$ cat src/rtl/csr_req_ctrl.sv
// csr_req_ctrl
// Initiator side of the CSR access interface. Takes one CSR instruction at a
// time from execute, runs it on the CSR file port as a READ phase (sample the
// old value under a preserve op) followed by a COMMIT phase (the actual write,
// or another preserve op when the instruction must not write). It then hands
// the old value to writeback.
//
// The CSR file treats ctrl=00/src=0 as "clear", so that pattern only ever
// appears together with IDLE_INDEX, which decodes to no CSR.

module csr_req_ctrl #(
    parameter int unsigned      DATA_W     = 64,
    parameter int unsigned      IDX_W      = 12,
    parameter logic [IDX_W-1:0] IDLE_INDEX = '0,
    parameter int unsigned      CNT_W      = 32
) (
    input  logic              clk,
    input  logic              rst,

    // request from execute
    input  logic              req_valid,
    output logic              req_ready,
    input  logic [IDX_W-1:0]  req_index,
    input  logic [1:0]        req_ctrl,
    input  logic              req_src,
    input  logic [DATA_W-1:0] req_rs1,
    input  logic [4:0]        req_zimm,
    input  logic              req_nowrite,
    input  logic [4:0]        req_rd,

    // CSR file port
    output logic [IDX_W-1:0]  csr_index,
    output logic [DATA_W-1:0] rs1_data,
    output logic [DATA_W-1:0] imm_csr,
    output logic [1:0]        csr_ctrl,
    output logic              csr_src,
    input  logic [DATA_W-1:0] csr_read,

    // response to writeback
    output logic              rsp_valid,
    input  logic              rsp_ready,
    output logic [DATA_W-1:0] rsp_data,
    output logic [4:0]        rsp_rd,
    output logic              rsp_wen,

    output logic [CNT_W-1:0]  op_cnt
);

    typedef enum logic [1:0] {
        ST_IDLE   = 2'd0,
        ST_READ   = 2'd1,
        ST_COMMIT = 2'd2,
        ST_RESP   = 2'd3
    } state_e;

    // ctrl=00 means "no modify"; with src=1 the CSR keeps its own next value,
    // with src=0 it is cleared.
    localparam logic [1:0] CTRL_NONE = 2'b00;

    state_e             r_state;

    // captured instruction
    logic [IDX_W-1:0]   r_index;
    logic [1:0]         r_ctrl;
    logic               r_src;
    logic [DATA_W-1:0]  r_rs1;
    logic [4:0]         r_zimm;
    logic               r_nowrite;

    // response and statistics
    logic               r_rsp_valid;
    logic [DATA_W-1:0]  r_rsp_data;
    logic [4:0]         r_rsp_rd;
    logic               r_rsp_wen;
    logic [CNT_W-1:0]   r_op_cnt;

    logic               w_accept;
    logic               w_rsp_fire;
    logic               w_commit_write;
    logic [DATA_W-1:0]  w_zimm_ext;

    logic [IDX_W-1:0]   w_csr_index;
    logic [DATA_W-1:0]  w_rs1_data;
    logic [DATA_W-1:0]  w_imm_csr;
    logic [1:0]         w_csr_ctrl;
    logic               w_csr_src;

    // NOTE: rst is folded in combinationally so the reset cycle itself already
    // shows req_ready=0 and an idle CSR port, even if the FSM sits in COMMIT.
    assign req_ready      = rst && (r_state == ST_IDLE);
    assign w_accept       = req_valid && req_ready;
    assign w_rsp_fire     = r_rsp_valid && rsp_ready;
    assign w_commit_write = (r_ctrl != CTRL_NONE) && !r_nowrite;
    assign w_zimm_ext     = {{(DATA_W-5){1'b0}}, r_zimm};

    // Control FSM and registered response / counter state.
    // NOTE: sequential state uses non-blocking assignments so every register
    // samples pre-edge values regardless of statement order.
    always_ff @(posedge clk) begin
        if (!rst) begin
            r_state     <= ST_IDLE;
            r_rsp_valid <= 1'b0;
            r_rsp_data  <= '0;
            r_rsp_rd    <= '0;
            r_rsp_wen   <= 1'b0;
            r_op_cnt    <= '0;
        end else begin
            unique case (r_state)
                ST_IDLE: begin
                    if (w_accept) begin
                        r_rsp_rd  <= req_rd;
                        r_rsp_wen <= (req_rd != 5'd0);
                        r_state   <= ST_READ;
                    end
                end
                ST_READ: begin
                    r_rsp_data <= csr_read;
                    r_state    <= ST_COMMIT;
                end
                ST_COMMIT: begin
                    r_rsp_valid <= 1'b1;
                    r_state     <= ST_RESP;
                end
                ST_RESP: begin
                    if (w_rsp_fire) begin
                        r_rsp_valid <= 1'b0;
                        r_op_cnt    <= r_op_cnt + CNT_W'(1);
                        r_state     <= ST_IDLE;
                    end
                end
                default: r_state <= ST_IDLE;
            endcase
        end
    end

    // Instruction capture on accept.
    // NOTE: these are pure payload registers qualified by the FSM, so they carry
    // no reset; their contents are never driven out while the FSM is IDLE.
    always_ff @(posedge clk) begin
        if (w_accept) begin
            r_index   <= req_index;
            r_ctrl    <= req_ctrl;
            r_src     <= req_src;
            r_rs1     <= req_rs1;
            r_zimm    <= req_zimm;
            r_nowrite <= req_nowrite;
        end
    end

    // CSR port drive: idle pattern by default, preserve op in READ, real or
    // preserve op in COMMIT.
    // NOTE: every output gets a default first so no path can infer a latch.
    always_comb begin
        w_csr_index = IDLE_INDEX;
        w_csr_ctrl  = CTRL_NONE;
        w_csr_src   = 1'b0;
        w_rs1_data  = '0;
        w_imm_csr   = '0;
        if (rst) begin
            unique case (r_state)
                ST_READ: begin
                    w_csr_index = r_index;
                    w_csr_src   = 1'b1;
                end
                ST_COMMIT: begin
                    w_csr_index = r_index;
                    if (w_commit_write) begin
                        w_csr_ctrl = r_ctrl;
                        w_csr_src  = r_src;
                        w_rs1_data = r_rs1;
                        w_imm_csr  = w_zimm_ext;
                    end else begin
                        w_csr_src  = 1'b1;
                    end
                end
                default: begin
                    w_csr_index = IDLE_INDEX;
                end
            endcase
        end
    end

    assign csr_index = w_csr_index;
    assign csr_ctrl  = w_csr_ctrl;
    assign csr_src   = w_csr_src;
    assign rs1_data  = w_rs1_data;
    assign imm_csr   = w_imm_csr;

    assign rsp_valid = r_rsp_valid;
    assign rsp_data  = r_rsp_data;
    assign rsp_rd    = r_rsp_rd;
    assign rsp_wen   = r_rsp_wen;
    assign op_cnt    = r_op_cnt;

endmodule

$ cat config.mk
export PLATFORM = sky130hd
export DESIGN_NAME = csr_req_ctrl
export DESIGN_NICKNAME = d
export VERILOG_FILES = /design/src/rtl/csr_req_ctrl.sv
export SDC_FILE = /design/constraint.sdc
export NUM_CORES = 1
export LEC_CHECK = 0
export ABC_AREA = 1
export BUFFER_PORTS_ARGS = -buffer_cell sky130_fd_sc_hd__buf_4
export CORE_AREA = 2 2 157 159
export DETAILED_ROUTE_END_ITERATION = 8
export DIE_AREA = 0 0 159 161
export GPL_TIMING_DRIVEN = 0
export PLACE_DENSITY = 0.73
export SYNTH_ARGS = -nofsm -noshare
export SYNTH_HDL_FRONTEND = slang
export SYNTH_SLANG_ARGS = --single-unit
$ cat constraint.sdc
create_clock -name clk -period 2.7 [get_ports clk]
set_input_delay 0.135 -clock clk [delete_from_list [all_inputs] [get_ports clk]]
set_output_delay 0.135 -clock clk [all_outputs]
set_load 0.1 [all_outputs]
Yosys cells after proc, flatten, opt, wreduce, memory -nomap -nowiden
Index checks and enable logic that the tools add are counted.
{"block": "word_totals", "output_inout_bits": 247, "word_cells": 51, "in_bits": 158, "regBits": 190}
{"block": "classes", "reduce_logical": 14, "eq_ne": 5, "addsub": 1, "n_mux": 19}
{"operator": "2-to-1 mux 64 bit", "count": 3}
{"operator": "adder 32 x 1 -> 32 bit, second input constant", "count": 1}
{"operator": "2-to-1 mux 12 bit", "count": 2}
{"operator": "2-to-1 mux 5 bit", "count": 3}
{"operator": "2-to-1 mux 2 bit", "count": 5}
{"operator": "case mux 2 bit (4 select lines)", "count": 1}
{"operator": "AND reduction 2 bit", "count": 4}
{"operator": "nonzero test 5 bit", "count": 1}
{"operator": "equality test 2 bit, second input constant", "count": 2}
{"operator": "logical AND 1 bit", "count": 4}
{"operator": "!= test 2 bit, second input constant", "count": 2}
{"operator": "case mux 1 bit (2 select lines)", "count": 2}
{"operator": "nonzero test 2 bit", "count": 2}
{"operator": "2-to-1 mux 1 bit", "count": 3}
{"operator": "equality test 2 x 1 -> 1 bit, second input constant", "count": 1}
{"operator": "logical NOT 2 bit", "count": 1}
{"operator": "OR reduction 2 bit", "count": 1}
{"operator": "logical NOT 1 bit", "count": 1}

Logic depth before layout (Yosys ltp)
{"block": "depth", "ltp_word": 5, "ltp_mapped": 10, "depth_no_buf": 9}

Worst setup path after synthesis
OpenSTA, ideal clock, no wires.
{"block": "synth_path", "kind": "register -> output", "from": "register r_state[0]", "to": "output port imm_csr[0]", "path_buffers": 1, "path_slack_ps": -611, "t_required_ps": 2565, "arrival_time_ps": 3176, "stages_incl_launch_ff": 6, "path_cell_list": "dfxtp_1 inv_1 ha_1 nand2_1 clkbuf_1 nor3b_1"}
{"block": "synth_between", "elab_chain_cells": 3}
{"element": "from (decl)", "line_no": "60", "text": "state_e r_state;"}
{"element": "from (signal assigned)", "line_no": "101", "text": "r_state <= ST_IDLE;"}
{"element": "from (signal assigned)", "line_no": "113", "text": "r_state <= ST_READ;"}
{"element": "from (signal assigned)", "line_no": "118", "text": "r_state <= ST_COMMIT;"}
{"element": "equality test 2 bit", "line_no": "160", "text": "unique case (r_state)"}
{"element": "2-to-1 mux 5 bit", "line_no": "160"}
{"element": "2-to-1 mux 5 bit", "line_no": "159", "text": "if (rst) begin"}
{"element": "to (decl)", "line_no": "34", "text": "output logic [DATA_W-1:0] imm_csr,"}
No other way between the ends.

Worst setup path after layout
{"block": "layout_path", "from": "register r_ctrl[1]", "to": "output port csr_src"}
{"block": "layout_between", "elab_chain_cells": 5}
{"element": "from (decl)", "line_no": "64", "text": "logic [1:0] r_ctrl;"}
{"element": "from (signal assigned)", "line_no": "142", "text": "r_ctrl <= req_ctrl;"}
{"element": "nonzero test 2 bit", "line_no": "93", "text": "assign w_commit_write = (r_ctrl != CTRL_NONE) && !r_nowrite;"}
{"element": "logical AND 1 bit", "line_no": "93"}
{"element": "2-to-1 mux 1 bit", "line_no": "167", "text": "if (w_commit_write) begin"}
{"element": "case mux 1 bit (2 select lines)", "line_no": "160"}
{"element": "2-to-1 mux 1 bit", "line_no": "159"}
{"element": "to (decl)", "line_no": "36", "text": "output logic csr_src,"}
No other way between the ends.

==> metrics.md <==
| Metric | Value |
|---|---|
| # H-tree levels | 4 |
| DRC Markers | 0 |
| I/O Buffers | 344 |
| Minimum clock period | 2480 ps |
| Dominant synthesized flop cell | dfxtp_1 |
| First-pass GRT wire length | 43.3 mm |
| Vias | 8,143 |
| Worst hold margin | 48.1 ps |
| Design area | 13,600 µm² |
| Filler cell count | 1,999 |
| Die area | 25,600 µm² |
| Area leader, netlist | edfxtp_1 |
| Pin count of the biggest net entering global routing | 44 |
| Psw | 6.26 mW |
| Tot GR Track Use | 0.213 |
| Leak Pwr | 6.02 nW |
| Critical path origin | r_ctrl[1] |
| Period utilisation layout | 0.920 |
| Reg2Reg Setup Slack | 850 ps |
| R2r worst-path depth | 8 |
| Required time of the critical path | 2570 ps |
| 1st-iter DRT viols | 409 |
| Clock-pin slew on the worst setup and hold paths | 70 ps |
| Reg2reg end | rsp_data[7] |
| Worst Skew | 13.9 ps |
| Cell area after synthesis | 8240 µm² |
| Slowest-stage cell, CP | o21ai_1 |
| Sw frac | 0.505 |
| # nets final | 1,614 |
| Number of core rows | 57 |
| Final-report setup violation count | 0 |
| Slew margin rel. | 0.560 |
| Crit path kind | reg -> out |
| Synth Warn # | 0 |
| Number of global-route vias before repair | 8,138 |
| Most common cell after layout, fill and taps aside | buf_4 |
| Cell area after placement | 11,500 µm² |
| PwrDens | 909 nW/µm² |
| IO Count | 405 |
| Clock Sink Count | 190 |
| Max-Cap Viols | 0 |
| Slew at the pin closest to its max-slew limit | 661 ps |
| Library cells used by synthesis | 35 |
| Post-synth EDFFs | 85 |
| Post-synth top area share | 0.310 |
| Final GP Congestion | 0.834 |
| Maximum net fanout on the critical path | 10 |
| Drt total wl | 27.9 mm |
| Core area | 24,000 µm² |
| Status | completed |
| Die height | 161 µm |
| Crit path capture | csr_src |
| Clk root buf | clkbuf_16 |
| Maximum vdd drop | 1020 µV |
| Pint | 6.13 mW |
| Sequential fraction of the synthesis area | 0.565 |
| Mean Syn Cell Area | 9.41 µm² |
| Max-slew violations | 0 |
| Clk pwr share | 0.203 |
| Share of layout cells above drive strength 1 | 0.337 |
| TritonCTS buffer count | 17 |
| CP cell instances | o21ai_1 -> buf_2 -> o21ai_0 -> a21oi_1 -> buf_6 |
| Worst min path class | in -> reg |
| RSZ-0062 raised after global routing | no |
| Initial Util | 0.344 |
| Commonest cells after routing, fill and taps aside | 402 x buf_4, 183 x nor2_1, 153 x dlygate4sd3_1, 105 x dfxtp_1, 85 x edfxtp_1 |
| Max incr delay on CP | 520 ps |
| Post-CTS Setup Bufs | 0 |
| Ys async rst share | 0 |
| CP arrival | 2350 ps |
| Final hold vios | 0 |
| Critical path capture point type | output pin |
| Reg-to-reg startpoint | r_state[1] |
| Clock buffer depth | 2 |
| Clk_lat worst skew | 430 ps |
| Startpoint Class | flip-flop |
| Drt first pass iters | 5 |
| Sequential share of power | 0.312 |
| GRT overflow | 0 |
| Antenna violations before repair | 2 |
| Combinational share of power | 0.486 |
| Dpl hpwl | 19.3 mm |
| Drt wl/cell | 15.6 µm |
| Synth top area cells | edfxtp_1 31%, dfxtp_1 26%, nor2_1 8.3%, nor3b_1 6.4%, buf_4 5.4% |
| Gate Count Post-Synth | 875 |
| CTS tree | done |
| Seq cells post-synth | 190 |
| Chip width | 159 µm |
| ANT nets after route | 0 |
| Vias per Instance | 4.55 |
| FMAX | 403 MHz |
| Syn-to-layout area delta | 65.4% |
==> sequential cells by signal, summed over array words and instances (netlist names) <==
name and count:
r_ctrl 2, r_rs1 64, rsp_wen 1, rsp_valid 1
r_src 1, r_state 2, r_nowrite 1, r_index 12
r_zimm 5, op_cnt 32, rsp_rd 5, rsp_data 64
==> final cells by class <==
cell class	instances	area, µm²	share of cell area
flip-flops and latches	190	4650	0.342
clock buffers	20	468	0.0344
well taps	324	405	0.0298
clock inverters	12	109	0.00799
diodes	2	5.00	0.000367
repair buffers	499	4160	0.305
multi-input cells	584	2980	0.219
inverters	58	221	0.0163
plain buffers	101	622	0.0457
==> worst min-delay path by stage <==
stage                     slack, ps  cells after the start   startpoint        end
after floorplan                 230                      0  req_ctrl[0]  r_ctrl[0]
after CTS                        20                      3    req_rd[2]    rsp_wen
after global placement          310                      1  req_rs1[55]  r_rs1[55]
after global routing             20                      3    req_rd[2]    rsp_wen
final                            50                      3    req_rd[2]    rsp_wen
after detailed placement        310                      1   req_rs1[0]   r_rs1[0]
==> what timing repair did <==
action                                  4_1_cts  5_1_grt
endpoints found under the hold margin       153        0
hold buffers                                153        0
gates resized for setup                       2        3
endpoints found under the setup margin        3        2
cloned                                        0        0
==> Yosys cell counts (2+ instances only) <==
cell,number
clkbuf_1,29
nor2_1,183
o21ai_1,3
ha_1,5
nand2_2,5
o21ai_0,75
nor3_2,2
inv_2,2
dfxtp_1,105
o21a_1,3
nand3_1,28
nor3b_1,70
a21oi_1,19
inv_1,56
nor2_2,8
nand3_4,5
edfxtp_1,85
buf_2,11
nor3_1,5
nand2_1,84
nand3_2,6
nand4_1,4
nor2_4,12
buf_4,59
==> metal layers <==
layer	wire length (µm)	global-route usage	vias up	share of wire
li1	-	-	3947	-
met1	11000	0.242	3794	0.39
met2	13900	0.377	357	0.50
met3	2320	0.0696	45	0.083
met4	726	0.0740	0	0.026
met5	0	0	-	0
==> per-stage QoR <==
stage          cells  setup slack, ps  utilization  setup TNS, ps  power [mW]
2_1_floorplan    933             -611            -         -41700        8.35
3_3_place_gp    1601             -658        0.478         -58830        9.63
3_5_place_dp    1603              422        0.479              0        9.68
4_1_cts         1788              106        0.568              0        12.4
5_1_grt         1790            0.329        0.568              0        12.8
6_report        1790              217        0.568              0        12.4
==> power by group through the flow <==
stage          logic [mW]  registers [mW]  clock network (mW)
6_report             6.02            3.86                2.51
5_1_grt              6.25            3.91                2.68
4_1_cts              5.98            3.83                2.58
3_5_place_dp         5.79            3.89                   0
3_3_place_gp         5.74            3.89                   0
2_1_floorplan        1.77            6.58                   0
==> logic make-up after synthesis <==
| family | count (synthesis) | synth area share |
|---|---|---|
| AND/OR/NAND/NOR | 414 | 0.257 |
| flip-flops | 190 | 0.565 |
| buffers and inverters | 159 | 0.102 |
| AO/OA/AOI/OAI | 105 | 0.0667 |
| adder cells (fa/ha/maj) | 5 | 0.00760 |
| XOR/XNOR | 1 | 0.00106 |
| other | 1 | 0.000455 |
==> critical path, delay by kind of cell (launching register included) <==
family	cells	cell delay, ps
flip-flops	1	380
buffers and inverters	2	670
AO/OA/AOI/OAI	3	880
Note: power is estimated with default switching activity, not from simulation.
